### config.mk
export PLATFORM = sky130hd
export DESIGN_NAME = rw_fifo_ext
export DESIGN_NICKNAME = d
export VERILOG_FILES = /design/src/rtl/rw_fifo_ext.sv
export SDC_FILE = /design/constraint.sdc
export NUM_CORES = 1
export LEC_CHECK = 0
export ABC_AREA = 1
export ABC_CLOCK_PERIOD_IN_PS = 2900
export BUFFER_PORTS_ARGS = -buffer_cell sky130_fd_sc_hd__buf_2
export CAP_MARGIN = 30
export CORE_MARGIN = 3
export CORE_UTILIZATION = 56
export CTS_CLUSTER_DIAMETER = 40
export DETAILED_ROUTE_END_ITERATION = 10
export PLACE_DENSITY = 0.79
export SLEW_MARGIN = 20
export SYNTH_ARGS = -nofsm -noshare
export SYNTH_HDL_FRONTEND = slang
export SYNTH_SLANG_ARGS = --single-unit
### constraint.sdc
create_clock -name clk -period 2.9 [get_ports clk]
set_input_delay 0.435 -clock clk [delete_from_list [all_inputs] [get_ports clk]]
set_output_delay 0.435 -clock clk [all_outputs]
set_load 0.05 [all_outputs]
### src/rtl/rw_fifo_ext.sv
// Parametrised synchronous FIFO with empty-FIFO bypass, occupancy count, programmable
// almost-full threshold, combinational head peek and sticky overflow/underflow flags.
module rw_fifo_ext #(
  parameter int DATA_WIDTH  = 16,
  parameter int DEPTH       = 4,
  parameter int AFULL_LVL   = DEPTH - 1,
  parameter int DEF_TO_ZERO = 1,
  parameter int BYPASS      = 1
) (
  input  logic                         clk,
  input  logic                         rst,
  input  logic                         wen,
  input  logic [DATA_WIDTH-1:0]        data_in,
  input  logic                         read_next,
  input  logic                         clr_err,
  output logic [DATA_WIDTH-1:0]        data_out,
  output logic                         data_valid,
  output logic [DATA_WIDTH-1:0]        peek_out,
  output logic                         has_peek,
  output logic [$clog2(DEPTH+1)-1:0]   count,
  output logic                         full,
  output logic                         almost_full,
  output logic                         empty,
  output logic                         overflow,
  output logic                         underflow
);

  localparam int CW = $clog2(DEPTH + 1);
  localparam int PW = $clog2(DEPTH);
  localparam bit BYP_EN = (BYPASS != 0);
  localparam bit DZ_EN  = (DEF_TO_ZERO != 0);

  logic [DATA_WIDTH-1:0] mem_reg [DEPTH];
  logic [PW-1:0]         head_reg, head_next;
  logic [PW-1:0]         tail_reg, tail_next;
  logic [CW-1:0]         count_reg, count_next;
  logic [DATA_WIDTH-1:0] dout_reg, dout_next;
  logic                  dv_reg, dv_next;
  logic                  ovf_reg, ovf_next;
  logic                  udf_reg, udf_next;

  logic full_w, empty_w;
  logic do_write, do_read, bypass, store, pop;

  assign full_w  = (count_reg == CW'(DEPTH));
  assign empty_w = (count_reg == '0);

  always_comb begin
    do_write = wen & (~full_w | read_next);
    do_read  = read_next & (~empty_w | (BYP_EN & wen));
    bypass   = BYP_EN & empty_w & wen & read_next;
    // A bypassed word never touches storage, pointers or count.
    store    = do_write & ~bypass;
    pop      = do_read & ~bypass;

    head_next = head_reg;
    if (pop) begin
      head_next = (head_reg == PW'(DEPTH - 1)) ? '0 : head_reg + 1'b1;
    end

    tail_next = tail_reg;
    if (store) begin
      tail_next = (tail_reg == PW'(DEPTH - 1)) ? '0 : tail_reg + 1'b1;
    end

    count_next = count_reg;
    case ({store, pop})
      2'b10:   count_next = count_reg + 1'b1;
      2'b01:   count_next = count_reg - 1'b1;
      default: count_next = count_reg;
    endcase

    dv_next = do_read;
    if (bypass) begin
      dout_next = data_in;
    end else if (pop) begin
      dout_next = mem_reg[head_reg];
    end else if (DZ_EN) begin
      dout_next = '0;
    end else begin
      dout_next = dout_reg;
    end

    // Set events take priority over a same-cycle clear.
    ovf_next = (wen & ~do_write) | (ovf_reg & ~clr_err);
    udf_next = (read_next & ~do_read) | (udf_reg & ~clr_err);
  end

  always_ff @(posedge clk) begin
    if (rst) begin
      head_reg  <= '0;
      tail_reg  <= '0;
      count_reg <= '0;
      dout_reg  <= '0;
      dv_reg    <= 1'b0;
      ovf_reg   <= 1'b0;
      udf_reg   <= 1'b0;
    end else begin
      head_reg  <= head_next;
      tail_reg  <= tail_next;
      count_reg <= count_next;
      dout_reg  <= dout_next;
      dv_reg    <= dv_next;
      ovf_reg   <= ovf_next;
      udf_reg   <= udf_next;
    end
  end

  // Storage is deliberately left out of reset.
  always_ff @(posedge clk) begin
    if (!rst && store) begin
      mem_reg[tail_reg] <= data_in;
    end
  end

  assign data_out    = dout_reg;
  assign data_valid  = dv_reg;
  assign peek_out    = empty_w ? '0 : mem_reg[head_reg];
  assign has_peek    = ~empty_w;
  assign count       = count_reg;
  assign full        = full_w;
  assign almost_full = (count_reg >= CW'(AFULL_LVL));
  assign empty       = empty_w;
  assign overflow    = ovf_reg;
  assign underflow   = udf_reg;

endmodule
==> flow_metrics.env <==
export IMPL_outcome="complete, no violations"
export IMPL_vdd_drop_max_v=0.0007881
export IMPL_grt_overflow_total=0
export IMPL_tns_ps=0
export IMPL_coreArea_um2=6531
export IMPL_rsz0062_at_grt="no"
export IMPL_min_period_ps=2518
export IMPL_antenna_cells=0
export IMPL_fin_worst_skew_ps=4.054
export IMPL_hpwlAfterDp_um=5478
export IMPL_largest_reg_flops=64
export IMPL_mostFrequentLayoutCells="nand2_1, edfxtp_1, buf_2, nand3_1, dfxtp_1"
export IMPL_grt_pass1_vias=2752
export IMPL_finalHoldViolations=0
export IMPL_worst_slack_ps=381.8
export IMPL_cp_num_cells=7
export IMPL_dr_total_vias=2761
export IMPL_start_util_pct=59.48
export IMPL_max_freq_mhz=397.1
export IMPL_post_cts_buffers=0
export IMPL_syn_nets=391
export IMPL_endpoint="peek_out[14]"
export IMPL_worstHoldPathType="primary input to flip-flop"
export IMPL_critPathLaunchType="flip-flop"
export IMPL_via_per_inst=5.414
export IMPL_num_rows=29
export IMPL_wl_per_cell_um=16.31
export IMPL_finalMaxSlewViolations=0
export IMPL_synth_top_family_by_area="simple AND/OR/NAND/NOR gates"
export IMPL_syn_inst=363
export IMPL_dieWidth_um=89.29
export IMPL_final_cells=510
export IMPL_firstDrtPassIters=5
export IMPL_synth_simple_gate_area_share_pct=22.58
export IMPL_drt_initial_drc_count=190
export IMPL_yosysWarnings=0
export IMPL_ff2ff_setup_slack_ps=790
export IMPL_worst_pin_slew_ps=707.8
export IMPL_routed_wl_um=8320
export IMPL_required_ps=2470
export IMPL_cts_tree="built"
export IMPL_synth_fa_ha_area_share_pct=2.448
export IMPL_cpMostUsedCell="nand2_1"
export IMPL_yosysSeqAreaShare_pct=63.90
export IMPL_path_clk_slew_ps=80
export IMPL_p_leak_nw=1.909
export IMPL_grt_usage_pct=22.85
export IMPL_layout_commonest_cell="nand2_1"
export IMPL_place_congestion=0.8038
export IMPL_postCtsResizedCells=0
export IMPL_syn_area_per_cell_um2=10.70
export IMPL_clockRootBuffer="clkbuf_8"
export IMPL_ant_nets=0
export IMPL_synth_compound_area_share_pct=4.509
export IMPL_critical_path_max_stage_delay_ps=630
export IMPL_syn_to_final_growth_pct=14.75
export IMPL_reg2reg_to="mem_reg[3][0]$_DFFE_PP_"
export IMPL_hold_buffers=0
export IMPL_layout_drive_gt1_share_pct=26.56
export IMPL_clock_path_buffers=2
export IMPL_utilization_pct=68.26
export IMPL_max_slew_margin_pct=52.61
export IMPL_synthMuxAreaShare_pct=0
export IMPL_setup_viol=0
export IMPL_power_density_nw_per_um2=1089
export IMPL_clock_latency_ps=350
export IMPL_synth_xor_area_share_pct=0
export IMPL_critPathTopFamily="buffers and inverters"
export IMPL_dp_slack_ps=686.4
export IMPL_ys_seq_elements=92
export IMPL_crit_path_top_delay_cell="dfxtp_1"
export IMPL_cp_arrival_ps=2080
export IMPL_die_h_um=89.29
export IMPL_finalPower_mw=4.854
export IMPL_r2r_start="count[1]$_SDFFE_PP0P_"
export IMPL_grt_pass1_wl_um=13410
export IMPL_criticalPathCategory="flip-flop to output port"
export IMPL_period_share_pct=86.83
export IMPL_final_nets=456
export IMPL_path_cells="inv_2, nand2_1, nand3_1, nand2_1, nand2_1, inv_1, buf_2"
export IMPL_numPlacedInstances=494
export IMPL_r2r_cells=5
export IMPL_antenna_found_initial=0
export IMPL_clock_sinks=92
export IMPL_maxCapViolCount=0
export IMPL_synth_cell_types=25
export IMPL_ios=63
export IMPL_cp_buffers_inverters=3
export IMPL_grt_start_max_net_pins=33
export IMPL_drc=0
export IMPL_numCtsBuffers=9
export IMPL_nFillCells=489
export IMPL_syn_cell_area_um2=3885
export IMPL_htreeDepth=3
export IMPL_worst_setup_path_end_kind="output port"
export IMPL_die_area_um2=7973
export IMPL_crit_fanout=32
export IMPL_portBuffers=62
==> synthesized netlist by cell type (all sizes together) <==
cell type	instances	area, um2
a21oi	19	132.6
nor2	26	105.1
o31ai	1	7.510
dfxtp	28	560.5
nor3b	4	30.03
buf	13	110.1
clkbuf	2	27.53
clkinv	1	3.750
ha	6	75.07
nor3	1	5.000
nand3	54	320.3
inv	29	113.9
nand2	107	416.7
o21ai	7	35.03
edfxtp	64	1922
fa	1	20.02
==> worst register-to-register path, stage by stage (launching register included) <==
cell and delay (ps):
dfxtp_1 460, nor2_4 80, nand3_1 110, nand3_2 220
nor3b_2 650, buf_4 300
==> per-stage QoR <==
stage	area, um2	hold WS, ps
after floorplan	3885	481.4
after global placement	4227	469.8
after detailed placement	4227	485.9
after CTS	4458	299.4
after global routing	4458	305.0
final	4458	315.1
==> cells by family (layout without fill, tap and decap cells) <==
group                      count (synthesis)  in the layout
DFF                                       92             92
and+or+nand+nor                          192            192
AOI/OAI and AO/OA                         27             27
adders and majority gates                  7              7
buffers and inverters                     45            115
==> final cells by class <==
type / instances / area, um2 / area share, %
sequential: 92 / 2482 / 55.68
multi-input combinational: 226 / 1167 / 26.19
timing repair buffer: 69 / 362.8 / 8.139
clock buffer: 11 / 131.4 / 2.947
inverter: 30 / 117.6 / 2.638
clock inverter: 5 / 100.1 / 2.245
tap: 77 / 96.34 / 2.161
==> power by group <==
part | switching, mW | leakage (nW) | total (mW) | internal (mW)
Sequential | 0.0920 | 0.810 | 1.65 | 1.55
Combinational | 1.72 | 0.982 | 2.21 | 0.485
Clock | 0.428 | 0.117 | 0.999 | 0.571
Total | 2.24 | 1.91 | 4.85 | 2.61
==> worst min-delay path by stage <==
stage / end / startpoint / cells past startpoint / slack [ps]
finish: mem_reg[2][9]$_DFFE_PP_ / data_in[9] / 1 / 320
floorplan: flip-flop / head_reg[1]$_SDFFE_PP0P_ / 2 / 480
global route: mem_reg[0][11]$_DFFE_PP_ / data_in[11] / 1 / 310
CTS: mem_reg[1][9]$_DFFE_PP_ / data_in[9] / 1 / 300
global placement: underflow$_SDFF_PP0_ / underflow$_SDFF_PP0_ / 2 / 470
detailed placement: overflow$_SDFF_PP0_ / overflow$_SDFF_PP0_ / 2 / 490
==> per-layer routing <==
layer / vias up / track usage [%] / wire length, um
li1: 1334 / - / -
met3: 10 / 5.069 / 484
met2: 103 / 38.85 / 4228
met4: 0 / 8.254 / 122
met5: - / 0 / 0
met1: 1314 / 28.78 / 3484
(Power assumes the default switching activity.)
